===== src/rtl/fifo_pkg.sv =====
// Shared types and sizing helpers for the SRL-backed start/token FIFO.
// Holds the head-register state enum and the occupancy-counter width derivation.
package fifo_pkg;

  typedef enum logic {
    IDLE_EMPTY = 1'b0,
    HEAD_VALID = 1'b1
  } head_state_e;

  function automatic int clog2(input int value);
    int r;
    r = 0;
    while ((1 << r) < value) r++;
    return r;
  endfunction

  // Counter must represent 0..depth inclusive, and never collapse to zero bits.
  function automatic int cnt_width(input int depth);
    int w;
    w = clog2(depth + 1);
    return (w < 1) ? 1 : w;
  endfunction

endpackage


===== src/rtl/srl_start_fifo_storage.sv =====
// Write-enabled shift register: index 0 holds the newest word, read is combinational at addr.
// Latency: write visible after the enabling edge; no backpressure (caller gates we).
module srl_start_fifo_storage
  import fifo_pkg::*;
#(
  parameter int DATA_WIDTH = 1,
  parameter int ADDR_WIDTH = 1,
  parameter int DEPTH      = 2
) (
  input  logic                  clk,
  input  logic                  we,
  input  logic [ADDR_WIDTH-1:0] addr,
  input  logic [DATA_WIDTH-1:0] din,
  output logic [DATA_WIDTH-1:0] dout
);

  logic [DATA_WIDTH-1:0] sr [DEPTH];

  always_ff @(posedge clk) begin
    if (we) begin
      sr[0] <= din;
      for (int i = 1; i < DEPTH; i++) sr[i] <= sr[i-1];
    end
  end

  assign dout = (int'(addr) < DEPTH) ? sr[addr] : '0;

endmodule


===== src/rtl/srl_start_fifo_reader.sv =====
// FWFT consumer-side controller over SRL storage: occupancy, read address and head register.
// Capacity DEPTH+1; push-to-head latency 2 edges on an empty FIFO; 1 word/cycle when streaming.
module srl_start_fifo_reader
  import fifo_pkg::*;
#(
  parameter int DATA_WIDTH = 1,
  parameter int ADDR_WIDTH = 1,
  parameter int DEPTH      = 2
) (
  input  logic                  clk,
  input  logic                  reset_n,
  input  logic                  if_write_ce,
  input  logic                  if_write,
  input  logic [DATA_WIDTH-1:0] if_din,
  output logic                  if_full_n,
  input  logic                  if_read_ce,
  input  logic                  if_read,
  output logic [DATA_WIDTH-1:0] if_dout,
  output logic                  if_empty_n
);

  localparam int CW = cnt_width(DEPTH);

  logic [CW-1:0]         cnt;
  logic [CW-1:0]         cnt_next;
  logic [ADDR_WIDTH-1:0] addr;
  logic [DATA_WIDTH-1:0] srl_dout;
  logic                  push;
  logic                  pop;
  logic                  load;
  head_state_e           state;

  assign push = if_write & if_write_ce & if_full_n;
  assign pop  = if_read & if_read_ce & if_empty_n;
  assign load = (cnt != '0) & (~if_empty_n | pop);
  assign addr = (cnt == '0) ? '0 : ADDR_WIDTH'(cnt - CW'(1));

  // Push and load together: the old head is read before the shift, so cnt holds.
  always_comb begin
    cnt_next = cnt;
    if (push & ~load)      cnt_next = cnt + CW'(1);
    else if (load & ~push) cnt_next = cnt - CW'(1);
  end

  srl_start_fifo_storage #(
    .DATA_WIDTH(DATA_WIDTH),
    .ADDR_WIDTH(ADDR_WIDTH),
    .DEPTH     (DEPTH)
  ) u_storage (
    .clk (clk),
    .we  (push),
    .addr(addr),
    .din (if_din),
    .dout(srl_dout)
  );

  always_ff @(posedge clk) begin
    if (!reset_n) begin
      cnt       <= '0;
      if_full_n <= 1'b1;
      if_dout   <= '0;
      state     <= IDLE_EMPTY;
    end else begin
      cnt       <= cnt_next;
      if_full_n <= (cnt_next < CW'(DEPTH));
      case (state)
        IDLE_EMPTY: begin
          if (load) begin
            if_dout <= srl_dout;
            state   <= HEAD_VALID;
          end
        end
        HEAD_VALID: begin
          if (load)     if_dout <= srl_dout;
          else if (pop) state   <= IDLE_EMPTY;
        end
        default: state <= IDLE_EMPTY;
      endcase
    end
  end

  assign if_empty_n = (state == HEAD_VALID);

  a_cnt_bound: assert property (@(posedge clk) disable iff (!reset_n) cnt <= CW'(DEPTH));
  a_addr_bound: assert property (@(posedge clk) disable iff (!reset_n) int'(addr) < DEPTH);

endmodule


===== config.mk =====
export PLATFORM = sky130hd
export DESIGN_NAME = srl_start_fifo_reader
export DESIGN_NICKNAME = d
export VERILOG_FILES = /design/src/rtl/fifo_pkg.sv /design/src/rtl/srl_start_fifo_storage.sv /design/src/rtl/srl_start_fifo_reader.sv
export SDC_FILE = /design/constraint.sdc
export NUM_CORES = 1
export LEC_CHECK = 0
export ABC_AREA = 1
export CAP_MARGIN = 10
export CORE_AREA = 2 2 39 41
export CTS_CLUSTER_SIZE = 14
export DETAILED_ROUTE_END_ITERATION = 12
export DIE_AREA = 0 0 41 43
export GPL_TIMING_DRIVEN = 0
export PLACE_DENSITY = 0.62
export SYNTH_ARGS = -nofsm -noshare
export SYNTH_HDL_FRONTEND = slang
export SYNTH_SLANG_ARGS = --single-unit

===== constraint.sdc =====
create_clock -name clk -period 1.6 [get_ports clk]
set_input_delay 0.32 -clock clk [delete_from_list [all_inputs] [get_ports clk]]
set_output_delay 0.32 -clock clk [all_outputs]
set_load 0.1 [all_outputs]

# Word level (Yosys, flattened, before mapping)
# Memory sizes are Yosys's and may differ from the RTL's. A register that Yosys moved wholly into a read port is not among the register bits.
# Cells that the tools add are included.
[classes]
order_cmp = 1
n_addsub = 2
n_mux = 9
reduce_logical = 3
n_bitwise = 11
[op_table]
columns = ["operator", "count"]
rows = [
  ["1-bit AND", 7],
  ["1-bit 2-to-1 mux", 6],
  ["2-bit 2-to-1 mux", 2],
  ["1-bit NOT", 3],
  ["2-bit by 1-bit adder with 2-bit output (second input constant)", 1],
  ["2-bit zero test", 1],
  ["2-bit < comparator (second input constant)", 1],
  ["1-bit case mux with 2 select lines", 1],
  ["2-bit nonzero test", 1],
  ["2-bit by 1-bit subtractor with 2-bit output (second input constant)", 1],
  ["1-bit zero test", 1],
  ["1-bit bitwise OR", 1],
]
[totals]
n_memories = 1
ramBits = 2
reg_bits = 4
output_inout_bits = 3
input_bits = 7
wordCells = 30
[memory_table]
columns = ["memory", "words", "width", "read_ports", "rd_ports_with_merged_regs", "wr", "line", "text"]
rows = [
  ["u_storage.sr", 2, 1, 2, 1, 2, "srl_start_fifo_storage.sv:17", "logic [DATA_WIDTH-1:0] sr [DEPTH];"],
]

# Logic depth before layout (Yosys ltp)
# Gate-level depths: netlist (run 1).
[depth]
depth_word = 8
mapped_depth = 12
ltp_nobuf = 12

# Cells and area by module
# A second synthesis (run 1) with hierarchy kept.
[unflattened]
cells_unflattened = 48
hier_area_um2 = 372.9
[by_module_without_submodules]
columns = ["mod", "n_inst", "cells_per_inst", "area_each_um2", "seq_area_each_um2"]
rows = [
  ["srl_start_fifo_reader", 1, 42, 297.8, 100.1],
  ["srl_start_fifo_storage", 1, 6, 75.1, 60.1],
]

# Worst setup path before layout (run 1)
# No wires, ideal clock.
[synth_path]
path_type = "reg-to-reg"
startpoint = "register if_full_n"
endpoint = "register if_full_n"
stages_incl_launch_ff = 9
required_time_ps = 1481
n_path_buf = 0
setup_ps = 119
arrival_time_ps = 1729
synth_period_minus_slack_ps = 1848
setup_slack_ps = -248
cell_sequence = "dfxtp_1 -> nand3_1 -> inv_1 -> ha_1 -> inv_1 -> nand2_2 -> nand3_2 -> o21ai_0 -> nand2_1"
[synth_between]
elab_chain_cells = 6
word_cells_on_any_way = 7
classes_between = "order compare (1); mux (2); bitwise (4)"
[synth_lines]
columns = ["element", "line", "text"]
rows = [
  ["start, declared", "srl_start_fifo_reader.sv:15", "output logic if_full_n,"],
  ["start signal, assigned", "srl_start_fifo_reader.sv:65", "if_full_n <= (cnt_next < CW'(DEPTH));"],
  ["1-bit AND *", "srl_start_fifo_reader.sv:33", "assign push = if_write & if_write_ce & if_full_n;"],
  ["named net push", "srl_start_fifo_reader.sv:28", "logic push;"],
  ["1-bit NOT", "srl_start_fifo_reader.sv:42", "else if (load & ~push) cnt_next = cnt - CW'(1);"],
  ["1-bit AND", "srl_start_fifo_reader.sv:42", ""],
  ["2-bit 2-to-1 mux", "srl_start_fifo_reader.sv:42", ""],
  ["2-bit 2-to-1 mux *", "srl_start_fifo_reader.sv:41", "if (push & ~load) cnt_next = cnt + CW'(1);"],
  ["2-bit < comparator *", "srl_start_fifo_reader.sv:65", ""],
]
# Mark *: on every way through the listed nets, which the timed path passes. The rest lies on a longest branch.
# A chain may end at the register's enable or synchronous reset.

# Final worst setup path (run 1)
[layout_path]
startpoint = "register if_dout"
endpoint = "output if_dout"
[layout_lines]
columns = ["element", "line", "text"]
rows = [
  ["start, declared", "srl_start_fifo_reader.sv:18", "output logic [DATA_WIDTH-1:0] if_dout,"],
  ["start signal, assigned", "srl_start_fifo_reader.sv:69", "if_dout <= srl_dout;"],
  ["start signal, assigned", "srl_start_fifo_reader.sv:74", "if (load) if_dout <= srl_dout;"],
]
# No word-level cell between the ends.

==> reports/metrics.csv, run 1 <==
metric;value;unit
Post-CTS Hold Buffers;0;
WL/cell;8.961;um
Comb pwr share;60.3;%
H-tree levels;1;
Worst EP required;1.28;ns
status;finished, final reports clean;
Synth cell types;12;
CTS tree;yes;
DRT Wirelength;681;um
RSZ-0062 raised after global routing;false;
Seq/Total Area, Yosys;42.67;%
Max VDD drop;0.0005953;V
final hold vios;0;
number of I/O port buffers;9;
Top delay family on crit path;buffers and inverters;
crit share post-route;91.59;%
worst path cell trace;clkdlybuf4s15_2;
Cells after Synth;47;
slowest stage delay, CP;0.56;ns
Hold EP;u_storage.sr[1];
r2r setup slk;0.14;ns
initial antenna violation count;0;
Syn Std Cell Area;375.4;sq um
Skew-Pair Late Insertion Delay;0.25;ns
share of cells above drive strength 1;23.33;%
Setup crit start kind;flip-flop;
I/O pin cnt;10;
Inst Count DP;72;
Core Footprint;0.001384;sq mm
Critical Setup Path Class;reg2out;
ANT cells;0;
Final Critical Period;1.465;ns
total track usage;9.155;%
Final nets;72;
syn avg cell area;7.986;sq um
syn nets;58;
pwr dens;2126;mW/mm^2
Seq pwr share;24.7;%
Die Ht;43;um
RR Endpoint;if_full_n;
Post-synth EDFFs;2;
Final Wtd Congestion;0.7952;
Post-synth ARST share;0;%
final worst slack;0.1346;ns
die area;0.001763;sq mm
remaining antenna violation count;0;
TritonCTS buffer count;3;
P_sw;567.0;uW
Critical Path AT;1.15;ns
Buf+Inv Stages, Crit Path;1;
DRC;0;
Worst Hold Class;reg2reg;
synth-to-layout area growth;39.00;%
Core Util, Final;37.70;%
Yosys warning count;0;
Slew Limit Fails;0;
Clk pin slew, worst setup/hold paths;0.06;ns
hpwl dp;542.3;um
Clock Path Buffers;2;
Clk pwr share;15.0;%
Lkg Pwr;0.2502;nW
clk sinks;7;
Vias;315;
cell with the most instances after synthesis;inv_1;
largest net degree at the start of global routing;5;
Reg-to-Reg Start;cnt[0];
Tot Pwr;1.109;mW
max cap viols;0;
Place WS;-0.1555;ns
slowest cell on the critical path;clkdlybuf4s15_2;
final cell count without fillers;76;
number of core rows;14;
leading area contributor after synthesis;dfxtp_1;
global-route wire length before repair;1041;um
Seq cells post-synth;7;
Congestion Overflow GR;0;
final-report setup violation count;0;
relative slew slack;64.07;%
Setup TNS;0;ns
min-delay src;u_storage.sr[0];
Die Wd;41;um
post-synth top area share;26.67;%
vias in the first global route;271;
Achievable Freq;682.4;MHz
CTS Root Cell;clkbuf_4;
Post-synth top flop;dfxtp_1;
Detailed Routing Iterations Pass 1;3;
CP Capture Type;output port;
critical path peak fanout;2;
Layout Skew;0.006322;ns
R2R cell count;9;
top cells by area, synth;dfxtp_1 (27%), edfxtp_1 (16%), ha_1 (13%);
Initial Util;27.12;%
Cells on Worst Hold Path;0;
Sw Ratio;51.12;%
DR vias/cell;4.145;
Least-Margin Pin Slew;0.5416;ns
commonest cells in the netlist;inv_1 (13), nand2_1 (9), dfxtp_1 (5);
initial DRC count;4;
Pint;542.1;uW
## through the flow
stage	hold slack, ns	area, sq um
2_1_floorplan	0.3889	377.9
3_3_place_gp	0.4465	488.0
3_5_place_dp	0.4455	488.0
4_1_cts	0.4737	518.0
5_1_grt	0.4958	521.8
6_report	0.4733	521.8
## cell type report
class                           instances  area, sq um
Fill cell                             154        862.1
Multi-Input combinational cell         27        170.2
Sequential cell                         7        162.7
Timing Repair Buffer                    9        93.84
Inverter                               13        48.80
Clock buffer                            4        26.28
Tap cell                               16        20.02
## layout by cell type, fill, tap and decap left out, drive strengths merged
| master | count |
|---|---|
| a21oi | 3 |
| nand2 | 13 |
| dfxtp | 5 |
| ha | 4 |
| nor2 | 2 |
| clkbuf | 4 |
| edfxtp | 2 |
| o21ai | 2 |
| inv | 13 |
| clkdlybuf4s15 | 3 |
| nand3 | 3 |
| clkdlybuf4s50 | 6 |
## worst max path at each step
stage               startpoint         end  cells after the start  slack (ns)
finish                 if_dout     if_dout                      1        0.13
global route            cnt[0]      cnt[0]                      9        0.03
CTS                     cnt[0]   if_full_n                      9        0.13
detailed placement  if_empty_n  if_empty_n                      1       -0.16
global placement       if_dout     if_dout                      1       -0.16
floorplan            if_full_n   if_full_n                      8        0.09
## routing by layer
metal / vias to the layer above / wire length, um / global-route usage, %
li1: 167 / - / -
met1: 138 / 297 / 10.03
met2: 10 / 302 / 13.13
met3: 0 / 81 / 9.424
met4: 0 / 0 / 0
met5: - / 0 / 0
## power groups by stage
stage	clock [mW]	sequential (mW)	combinational [mW]
final	0.166	0.274	0.669
after CTS	0.171	0.275	0.667
after detailed placement	0	0.277	0.675
after floorplan	0	0.497	0.322
after global placement	0	0.275	0.664
after global routing	0.179	0.280	0.732
## cell families (layout without fill, tap and decap cells)
logic type | count (synthesis) | after routing | synth area share, %
AOI/OAI and AO/OA | 5 | 5 | 6.666
adders and majority gates | 4 | 4 | 13.33
and+or+nand+nor | 18 | 18 | 24.33
DFF | 7 | 7 | 42.67
buffers and inverters | 13 | 26 | 13.00
## what timing repair did
action / 4_1_cts / 5_1_grt
endpoints found under the hold margin: 0 / 0
gates resized for setup: 9 / 1
gates cloned: 0 / 0
endpoints found under the setup margin: 3 / 1
setup buffers: 0 / 0
Power figures use the tool's default switching activity.
==> inputs of run 2 (changes only) <==
CTS_CLUSTER_SIZE = 40   (was 14)
PLACE_DENSITY = 0.52   (was 0.62)
==> run 2 against run 1 <==
Sequential cell count stayed put. Non-clock buffer count stayed put. Critical endpoint unchanged. Worst setup slack better by 0.0023 ns.
==> reports/metrics.csv, run 2 (synthesis gave the netlist of run 1 again) <==
metric;value;unit;change
I/O pin cnt;10;;unchanged
pwr dens;2108;mW/mm^2;-0.82%
final cell count without fillers;76;;unchanged
area post-placement;488.0;sq um;unchanged
Final Wtd Congestion;0.7037;;-12%
final-report setup violation count;0;;unchanged
Die Wd;41;um;unchanged
min-delay src;cnt[0];;
Top delay family on crit path;buffers and inverters;;
ANT cells;0;;unchanged
Skew-Pair Late Insertion Delay;0.25;ns;about the same
Least-Margin Pin Slew;0.5454;ns;+0.003881 ns
cts repair resizes;9;;unchanged
Post-CTS Hold Buffers;0;;unchanged
initial antenna violation count;0;;unchanged
initial DRC count;4;;unchanged
Seq pwr share;25.0;%;+0.3 points
Clk pin slew, worst setup/hold paths;0.05;ns;about the same
WL/cell;8.329;um;-7.0%
Worst Hold Class;reg2reg;;
Setup TNS;0;ns;unchanged
vias in the first global route;240;;-11%
Slew Limit Fails;0;;unchanged
Core Footprint;0.001384;sq mm;unchanged
TritonCTS buffer count;3;;unchanged
Sw Ratio;50.41;%;-0.71 points
Lkg Pwr;0.2502;nW;about the same
Vias;300;;-4.8%
max cap viols;0;;unchanged
Inst Count DP;72;;unchanged
Max VDD drop;0.0007598;V;+28%
Buf+Inv Stages, Crit Path;1;;unchanged
global-route wire length before repair;979;um;-6.0%
Final nets;72;;unchanged
CP Capture Type;output port;;
Initial Util;27.12;%;unchanged
Worst EP required;1.28;ns;about the same
Clock Path Buffers;2;;unchanged
hpwl dp;533.1;um;-1.7%
synth-to-layout area growth;38.00;%;
most frequent cells in the layout;inv_1 (13), nand2_1 (9), clkdlybuf4s50_1 (6), ha_1 (4);;
Pint;541.6;uW;-0.10%
Final Critical Period;1.463;ns;-0.002252 ns
critical path peak fanout;2;;unchanged
Clk pwr share;14.5;%;-0.5 points
number of I/O port buffers;9;;unchanged
status;finished, final reports clean;;
Critical Path AT;1.14;ns;about the same
share of cells above drive strength 1;21.67;%;-1.7 points
CTS Root Cell;clkbuf_4;;
DRT Wirelength;633;um;-7.0%
Core Util, Final;37.43;%;-0.27 points
P_sw;550.5;uW;-2.9%
remaining antenna violation count;0;;unchanged
die area;0.001763;sq mm;unchanged
DR vias/cell;3.947;;-4.8%
Layout Skew;0.001699;ns;-0.004623 ns
Congestion Overflow GR;0;;unchanged
RSZ-0062 raised after global routing;false;;
relative slew slack;63.81;%;-0.26 points
final hold vios;0;;unchanged
clk sinks;7;;unchanged
crit share post-route;91.44;%;-0.14 points
Achievable Freq;683.5;MHz;+0.15%
Comb pwr share;60.5;%;+0.2 points
Reg-to-Reg Start;cnt[0];;
CP startpoint;if_dout;;
commonest non-fill, non-tap cell in the layout;inv_1;;
largest net degree at the start of global routing;5;;unchanged
slowest stage delay, CP;0.56;ns;about the same
Setup crit start kind;flip-flop;;
slowest cell on the critical path;clkdlybuf4s15_2;;
Tot Pwr;1.092;mW;-1.5%
total track usage;9.347;%;+0.19 points
Final Cell Area;518.0;sq um;-0.72%
CTS tree;yes;;
worst path cell trace;clkdlybuf4s15_2;;
Setup Buffers After CTS;0;;unchanged
Detailed Routing Iterations Pass 1;4;;+1
number of core rows;14;;unchanged
DRC;0;;unchanged
Die Ht;43;um;unchanged
Critical Setup Path Class;reg2out;;
H-tree levels;1;;unchanged
==> run 2: final timing paths <==
kind               end  slack, ns  cells past startpoint
max reg2reg  if_full_n       0.16                      9
min reg2reg     cnt[0]       0.46                      2
min             cnt[0]       0.46                      2
max            if_dout       0.14                      1
==> run 2: power by group through the flow <==
stage	logic (mW)	registers (mW)	clock network [mW]
2_1_floorplan	0.322	0.497	0
3_3_place_gp	0.674	0.275	0
3_5_place_dp	0.678	0.277	0
4_1_cts	0.671	0.273	0.169
5_1_grt	0.729	0.278	0.182
6_report	0.661	0.273	0.159
==> run 2: cell type report <==
type,count,area (sq um)
Clock buffer,4,26.28
Fill cell,142,865.8
Inverter,13,48.80
Multi-Input combinational cell,27,166.4
Sequential cell,7,162.7
Tap cell,16,20.02
Timing Repair Buffer,9,93.84
==> run 2: metal layers <==
layer | track usage, % | up-vias | wire length (um)
li1 | - | 166 | -
met1 | 10.32 | 126 | 282
met2 | 10.63 | 8 | 295
met3 | 9.424 | 0 | 55
met4 | 6.000 | 0 | 0
met5 | 0 | - | 0
==> run 2: stage by stage <==
step,hold WS (ns),setup WS [ns]
floorplan,0.3889,0.08964
global placement,0.4507,-0.1689
detailed placement,0.4551,-0.1749
CTS,0.4655,0.1211
global route,0.4749,0.05813
finish,0.4593,0.1369
